==> src/rtl/photo_seq_pkg.sv <==
// Shared constants and state encodings for the split/merge slideshow sequencer.
package photo_seq_pkg;

  localparam int unsigned IMG_W     = 320;
  localparam int unsigned IMG_H     = 240;
  localparam int unsigned SPLIT_MAX = IMG_W / 2;
  localparam int unsigned MERGE_MAX = IMG_H / 2;

  typedef logic [1:0] seq_state_t;

  localparam seq_state_t ST_IDLE  = 2'b00;
  localparam seq_state_t ST_SPLIT = 2'b01;
  localparam seq_state_t ST_MERGE = 2'b10;

endpackage

==> src/rtl/photo_addr_map.sv <==
// Pure combinational map from half-resolution screen position and animation
// state to a frame-buffer read address plus a blank flag.
module photo_addr_map
  import photo_seq_pkg::*;
#(
  parameter int unsigned ADDR_W = 17
) (
  input  logic [8:0]        x,
  input  logic [8:0]        y,
  input  seq_state_t        state,
  input  logic [7:0]        split_off,
  input  logic [7:0]        merge_off,
  output logic [ADDR_W-1:0] addr,
  output logic              blank
);

  localparam logic [9:0]  HALF_W = 10'(SPLIT_MAX);
  localparam logic [9:0]  HALF_H = 10'(MERGE_MAX);
  localparam logic [17:0] ROW    = 18'(IMG_W);

  logic [9:0]  xe, ye, so, d, sx, sy;
  logic [17:0] full;

  always_comb begin
    xe    = {1'b0, x};
    ye    = {1'b0, y};
    so    = {2'b00, split_off};
    d     = HALF_H - {2'b00, merge_off};
    sx    = xe;
    sy    = ye;
    blank = 1'b0;
    case (state)
      ST_SPLIT: begin
        if (xe < HALF_W) begin
          sx    = xe + so;
          blank = (sx >= HALF_W);
        end else begin
          // compare against HALF_W+offset so the subtraction never wraps
          blank = (xe < HALF_W + so);
          sx    = xe - so;
        end
      end
      ST_MERGE: begin
        if (ye < HALF_H) begin
          sy    = ye + d;
          blank = (sy >= HALF_H);
        end else begin
          blank = (ye < HALF_H + d);
          sy    = ye - d;
        end
      end
      default: ;
    endcase
    full = ({8'b0, sy} * ROW) + {8'b0, sx};
    addr = blank ? '0 : ADDR_W'(full);
  end

endmodule

==> src/rtl/photo_transition_sequencer.sv <==
// Split/merge slideshow sequencer: animation FSM, offset counters and
// registered VGA-to-frame-buffer address mapping. Option: SEQ_ONESHOT_EN.
module photo_transition_sequencer
  import photo_seq_pkg::*;
#(
  parameter int unsigned ADDR_W = 17
) (
  input  logic              clk,
  input  logic              rst,
  input  logic              step_en,
  input  logic              toggle,
  input  logic              valid,
  input  logic [9:0]        h_cnt,
  input  logic [9:0]        v_cnt,
  output logic [ADDR_W-1:0] pixel_addr,
  output logic              blank,
  output logic [1:0]        state,
  output logic              running,
  output logic [7:0]        loops
);

  logic [7:0]        split_off;
  logic [7:0]        merge_off;
  logic [8:0]        px, py;
  logic [ADDR_W-1:0] map_addr;
  logic              map_blank;
  logic              adv;

  assign px  = 9'(h_cnt >> 1);
  assign py  = 9'(v_cnt >> 1);
  // step uses the run flag as it stood before any coincident toggle
  assign adv = step_en & running;

  photo_addr_map #(.ADDR_W(ADDR_W)) u_map (
    .x         (px),
    .y         (py),
    .state     (state),
    .split_off (split_off),
    .merge_off (merge_off),
    .addr      (map_addr),
    .blank     (map_blank)
  );

  always_ff @(posedge clk) begin
    if (rst) begin
      state      <= ST_IDLE;
      split_off  <= '0;
      merge_off  <= '0;
      running    <= 1'b0;
      loops      <= '0;
      pixel_addr <= '0;
      blank      <= 1'b1;
    end else begin
      running <= running ^ toggle;

      if (valid) begin
        pixel_addr <= map_addr;
        blank      <= map_blank;
      end else begin
        pixel_addr <= '0;
        blank      <= 1'b1;
      end

      if (adv) begin
        case (state)
          ST_IDLE: begin
            state     <= ST_SPLIT;
            split_off <= '0;
          end
          ST_SPLIT: begin
            if (split_off == 8'(SPLIT_MAX)) begin
              state     <= ST_MERGE;
              merge_off <= '0;
            end else begin
              split_off <= split_off + 8'd1;
            end
          end
          ST_MERGE: begin
            if (merge_off == 8'(MERGE_MAX)) begin
              loops <= loops + 8'd1;
`ifdef SEQ_ONESHOT_EN
              state   <= ST_IDLE;
              running <= 1'b0;
`else
              state     <= ST_SPLIT;
              split_off <= '0;
`endif
            end else begin
              merge_off <= merge_off + 8'd1;
            end
          end
          default: state <= ST_IDLE;
        endcase
      end
    end
  end

endmodule
==> config.mk <==
export PLATFORM = sky130hd
export DESIGN_NAME = photo_transition_sequencer
export DESIGN_NICKNAME = d
export VERILOG_FILES = /design/src/rtl/photo_seq_pkg.sv /design/src/rtl/photo_addr_map.sv /design/src/rtl/photo_transition_sequencer.sv
export SDC_FILE = /design/constraint.sdc
export NUM_CORES = 1
export LEC_CHECK = 0
export BUFFER_PORTS_ARGS = -buffer_cell sky130_fd_sc_hd__buf_2
export CAP_MARGIN = 20
export CORE_AREA = 10 10 96 140
export CTS_BUF_LIST = sky130_fd_sc_hd__clkbuf_4 sky130_fd_sc_hd__clkbuf_8
export CTS_CLUSTER_DIAMETER = 30
export DETAILED_ROUTE_END_ITERATION = 6
export DIE_AREA = 0 0 106 150
export GPL_TIMING_DRIVEN = 0
export SYNTH_ARGS = -nofsm -noshare
export SYNTH_HDL_FRONTEND = slang
export SYNTH_SLANG_ARGS = --single-unit
==> constraint.sdc <==
create_clock -name clk -period 8.9 [get_ports clk]
set_input_delay 1.78 -clock clk [delete_from_list [all_inputs] [get_ports clk]]
set_output_delay 1.78 -clock clk [all_outputs]
set_load 0.01 [all_outputs]
-- After elaboration in Yosys (flattened, before gate mapping)
Index checks and enable logic that the tools add are counted.
Widths: inputs -> output; s select.
- add/sub/neg operators: 11
- $mul: 1
- magnitude comparators: 6
- eq/ne operators: 8
- muxes and demuxes: 16
- bitwise logic cells: 3
- reduce and logical (&&, ||, !) cells: 9
- operators by type and width (kind ; count):
    $mux 10 ; 4
    $mux 8 ; 4
    $add 8x1->8 const B ; 3
    $pmux 8 s3 ; 1
    $lt 9x10->1 ; 2
    $add 17x10->17 ; 1
    $pmux 8 s2 ; 1
    $mul 10x3->11 const B ; 1
    $add 7x10->10 const A ; 1
    $add 9x10->10 ; 1
    $add 9x8->10 ; 1
    $ge 10x7->1 const B ; 1
    $ge 10x8->1 const B ; 1
    $sub 9x10->10 ; 1
    $sub 9x8->10 ; 1
    $add 8x8->9 const A ; 1
    $lt 9x7->1 const B ; 1
    $lt 9x8->1 const B ; 1
    $sub 7x8->9 const A ; 1
    $eq 8x7->1 const B ; 1
    $eq 8x8->1 const B ; 1
    $ne 2x2->1 const B ; 4
    $reduce_and 4->1 ; 2
    $pmux 2 s3 ; 1
    other kinds (14) ; 17
- bits in registers: 45
- input bits: 25
- output and inout bits: 29
- logic and storage cells: 61

-- Logic depth before layout (Yosys ltp)
- depth in word-level cells: 6
- depth in mapped cells: 23

-- By module
Synthesis repeated with hierarchy kept, for this count alone.
- cells, all modules: 626
- area, all modules: 4942.2 um^2
- by module, submodules not included (module ; times used ; cells an instance ; area an instance (um^2)):
    photo_addr_map ; 1 ; 428 ; 3083.0
    photo_transition_sequencer ; 1 ; 198 ; 1859.3

-- Worst setup path after synthesis
OpenSTA, ideal clock, no wires.
- path kind: input -> register
- start point: input port v_cnt[1]
- end point: register pixel_addr[16]
- library setup time: 0.119 ns
- data arrival time: 5.532 ns
- data required time: 8.781 ns
- path slack: 3.249 ns
- stages: 20
- path through: inv_1 -> ha_1 -> fa_1 -> o21bai_2 -> a21oi_1 -> or3_1 -> and3_1 -> xnor2_1 -> o21ai_0 -> mux2_2 -> ha_1 -> ha_1 -> o21ai_0 -> nor2_1 -> o31a_1 -> o21a_1 -> nor2_1 -> xor3_1 -> xnor2_1 -> nor2_4
- longest elaborated chain between the ends: 5
- RTL lines (what ; line ; RTL):
    start: declaration ; photo_transition_sequencer.sv:14 ; input logic [9:0] v_cnt,
    $sub 9x10->10, or another cell as far along ; photo_addr_map.sv:49 ; sy = ye - d;
    $mux 10 / $ge 10x7->1 (equally long branches) ; photo_addr_map.sv:44, photo_addr_map.sv:46 ;
    $mux 10 / $mux 1 (equally long branches) ; photo_addr_map.sv:32, photo_addr_map.sv:44 ;
    $mul 10x3->11 / $pmux 1 s2 (equally long branches) ; photo_addr_map.sv:54, photo_addr_map.sv:32 ;
    $add 17x10->17 / $reduce_or 3->1 (equally long branches) ; n/a ;
    end signal: assignment ; photo_transition_sequencer.sv:57 ; pixel_addr <= map_addr;
    end: declaration ; photo_transition_sequencer.sv:15 ; output logic [ADDR_W-1:0] pixel_addr,
Several ways; a longest one is shown, not always the timed one.
A chain may end at the register's enable or synchronous reset.

-- Worst setup path in the final report
Same ends and word-level chain as after synthesis.

==> impl_metrics.csv <==
group,metric,value,unit
routing,dr.pass1.iters,4,
job,cap_violations,0,
synthesis,ys_ff_latch,45,
synthesis,yosysWarnings,0,
placed_design,hpwl,9909,µm
worst_setup_path,cp-startpoint,"v_cnt[1]",
worst_setup_path,crit_chain,"buf_2, inv_1, ha_1, fa_1, o21bai_2, a21oi_1, or3_1, and3_1, xnor2_1, o21ai_0, mux2_2, ha_1, ha_1, o21ai_0, nor2_1, o31a_1, o21a_1, nor2_1, xor3_1, xnor2_1, nor2_4",
die,fp.dieH,150,µm
worst_hold_path,min-delay-start,"loops[7]$_SDFFE_PP0P_",
worst_setup_path,worstReg2RegStart,"merge_off[0]$_SDFFE_PP0P_",
die,rows,47,
global_routing,grtUsageTotal,15.04,%
power_and_ir_drop,switchingPower,223.0,µW
timing,max_freq,0.1724,GHz
synthesis,synth-simple-area-share,20.13,%
placed_design,portBuffers,51,
timing,period_needed,5.799,ns
global_routing,grt-ovfl-total,0,
routing,wl_per_cell,14.95,µm
clock_network,h-tree-depth,2,
synthesis,synth_edf_count,0,
synthesis,synth.most_common_cell,"nor2_1",
worst_setup_path,cp_data_required_time,9.11,ns
timing,setup_violations,0,
layout,nets,747,
layout,diodes,0,
layout,syn2layout_area_growth,11.06,%
worst_setup_path,cp_slowest_cell,"fa_1",
power_and_ir_drop,combPwrFrac,40.1,%
synthesis,synthMuxAreaShare,2.431,%
timing,timing.hold.ws,0.5327,ns
synthesis,synth_cells,584,
global_routing,grt_pass1_wl,19890,µm
synthesis,synth_top_family_by_area,"adder cells",
synthesis,netlist_area,0.004786,mm²
clock_network,cts_resized,0,
timing,hold_viol_final,0,
power_and_ir_drop,p_seq_share,36.7,%
die,core-area,0.01094,mm²
clock_network,cts_max_path_buffers,2,
synthesis,netlist.area_leader.share,19.35,%
power_and_ir_drop,p_leak,0.002323,µW
power_and_ir_drop,total_power,586.7,µW
clock_network,clock_latency,0.31,ns
timing,skew,0.01747,ns
global_routing,antenna_found_initial,0,
clock_network,post-cts-setup-buffers,0,
layout,fin_util,48.59,%
clock_network,cts.sinks,45,
layout,stdcell_area,0.005315,mm²
power_and_ir_drop,ir_worst_vdd,70.26,µV
clock_network,cts_buffers,5,
power_and_ir_drop,p_int,363.6,µW
synthesis,synthFlopType,"dfxtp_1",
timing,tightest_slew,0.8072,ns
die,die_w,106,µm
power_and_ir_drop,p_sw_share,38.02,%
power_and_ir_drop,powerDensity,110.4,mW/mm²
layout,drive_above_1_share,15.40,%
worst_setup_path,startpoint_type,"input pin",
worst_setup_path,crit_buf_inv,2,
status,status,"finished clean",
die,die-area,0.01590,mm²
placed_design,postPlaceCellArea,0.005225,mm²
die,io_pins,54,
synthesis,synth.avg_cell_area,8.195,µm²
synthesis,synth_compound_area_share,20.18,%
routing,viasPerCell,5.278,
worst_setup_path,end_kind,"register",
clock_network,tritoncts,"built",
routing,ant_nets,0,
clock_network,cts_hold_buf,0,
synthesis,ys_seq_area_share,18.82,%
global_routing,grt_max_degree,16,
routing,drc_errors,0,
clock_network,cts_root_buffer,"clkbuf_8",
worst_setup_path,crit_path_max_incr_delay,0.41,ns
synthesis,synth_fp_nets,689,
worst_hold_path,min_path_type,"reg2reg",
synthesis,synth_fa_ha_area_share,21.86,%
global_routing,grt_pass1_vias,4283,
synthesis,netlist-cell-type-count,69,
die,initial_core_util,43.75,%
placed_design,gp_congestion,0.9110,
routing,first_iter_violations,116,
worst_setup_path,reg2reg_setup_slack,3.60,ns
power_and_ir_drop,pwr-share-clk,23.3,%
synthesis,ys_async_sr_fraction,0,%
synthesis,synth_commonest_cells,"nor2_1, ha_1, dfxtp_1, inv_1, xnor2_1",
worst_setup_path,cp_max_fo,4,
routing,vias,4170,
synthesis,yosys.area.top_type,"ha_1",
worst_setup_path,critical_path_class,"in2reg",
synthesis,post_synth_xor_area_fraction,11.08,%
worst_setup_path,crit_arrival,6.01,ns
timing,post-route-period-util,65.16,%
worst_setup_path,critPathTopFamily,"adder cells",
routing,wl,11810,µm
timing,drv_slew,0,
timing,fin_tns_setup,0,ns
worst_setup_path,crit_top_cell,"ha_1",
clock_network,clk_pin_slew_worst_paths,0.10,ns
timing,max_slew_margin,45.73,%
synthesis,yosys-top-cells-area,"ha_1, dfxtp_1, xnor2_1",
timing,rsz0062_at_grt,"false",
## logic make-up (layout without fill, tap and decap cells)
family / Yosys count / after routing
AOI/OAI and AO/OA: 138 / 138
adders and majority gates: 80 / 80
xor gates and xnor gates: 58 / 58
DFF: 45 / 45
buffers and inverters: 59 / 118
muxes: 11 / 11
and+or+nand+nor: 193 / 193
## per-layer routing
layer,up-vias,global-route usage (%),part of all wire [%]
li1,2156,-,-
met1,1953,15.43,41
met2,50,29.81,55
met3,11,2.195,2.5
met4,0,5.095,1.6
met5,-,0,0
## final timing paths
path	to	cells past startpoint
hold / removal	loops[7]$_SDFFE_PP0P_	2
hold reg to reg	loops[7]$_SDFFE_PP0P_	2
setup reg to reg	pixel_addr[16]$_SDFF_PP0_	22
setup / recovery	pixel_addr[16]$_SDFF_PP0_	21
## through the flow
| stage | std cells | setup slack (ns) |
|---|---|---|
| after floorplan | 584 | 3.249 |
| after global placement | 782 | 2.711 |
| after detailed placement | 782 | 2.767 |
| after CTS | 790 | 3.092 |
| after global routing | 790 | 2.793 |
| final | 790 | 3.101 |
## state kept, by name, summed over array words and instances (netlist names)
name,cells
pixel_addr,17
blank,1
state,2
split_off,8
running,1
merge_off,8
loops,8
## worst register-to-register path, stage by stage, from the launching register on
cell      delay (ns)
dfxtp_1         0.59
inv_1           0.09
ha_1            0.25
nand2b_1        0.10
nand2_1         0.11
xnor2_1         0.31
inv_1           0.11
ha_1            0.37
or3_1           0.42
and3_1          0.20
xnor2_1         0.16
o21ai_0         0.10
mux2_2          0.31
ha_1            0.31
ha_1            0.34
o21ai_0         0.12
nor2_1          0.11
o31a_1          0.28
o21a_1          0.17
nor2_1          0.13
xor3_1          0.34
xnor2_1         0.25
nor2_4          0.04
## cell type report
| cell class | instances | area [µm²] |
|---|---|---|
| Buffer | 15 | 97.59 |
| Clock buffer | 5 | 68.82 |
| Clock inverter | 3 | 21.27 |
| Fill cell | 1109 | 5623 |
| Inverter | 44 | 165.2 |
| Multi-Input combinational cell | 480 | 3622 |
| Sequential cell | 45 | 900.9 |
| Tap cell | 147 | 183.9 |
| Timing Repair Buffer | 51 | 255.2 |
## placed cells by master, fill, tap and decap left out, drive strengths merged, types with 7 or more instances in the layout
cell type,n
a211oi,11
a21o,10
a21oi,35
buf,59
clkbuf,12
dfxtp,45
ha,74
inv,44
nand2,34
nand4,11
nor2,93
nor2b,10
nor3,14
o211ai,7
o21ai,30
o21bai,9
xnor2,36
xor2,21
## power by group through the flow
stage          Combinational [µW]  Sequential [µW]  Clock [µW]
2_1_floorplan                 170              226           0
3_3_place_gp                  232              220           0
3_5_place_dp                  235              220           0
4_1_cts                       237              215         145
5_1_grt                       264              216         148
6_report                      235              215         137
Power figures use the tool's default switching activity.
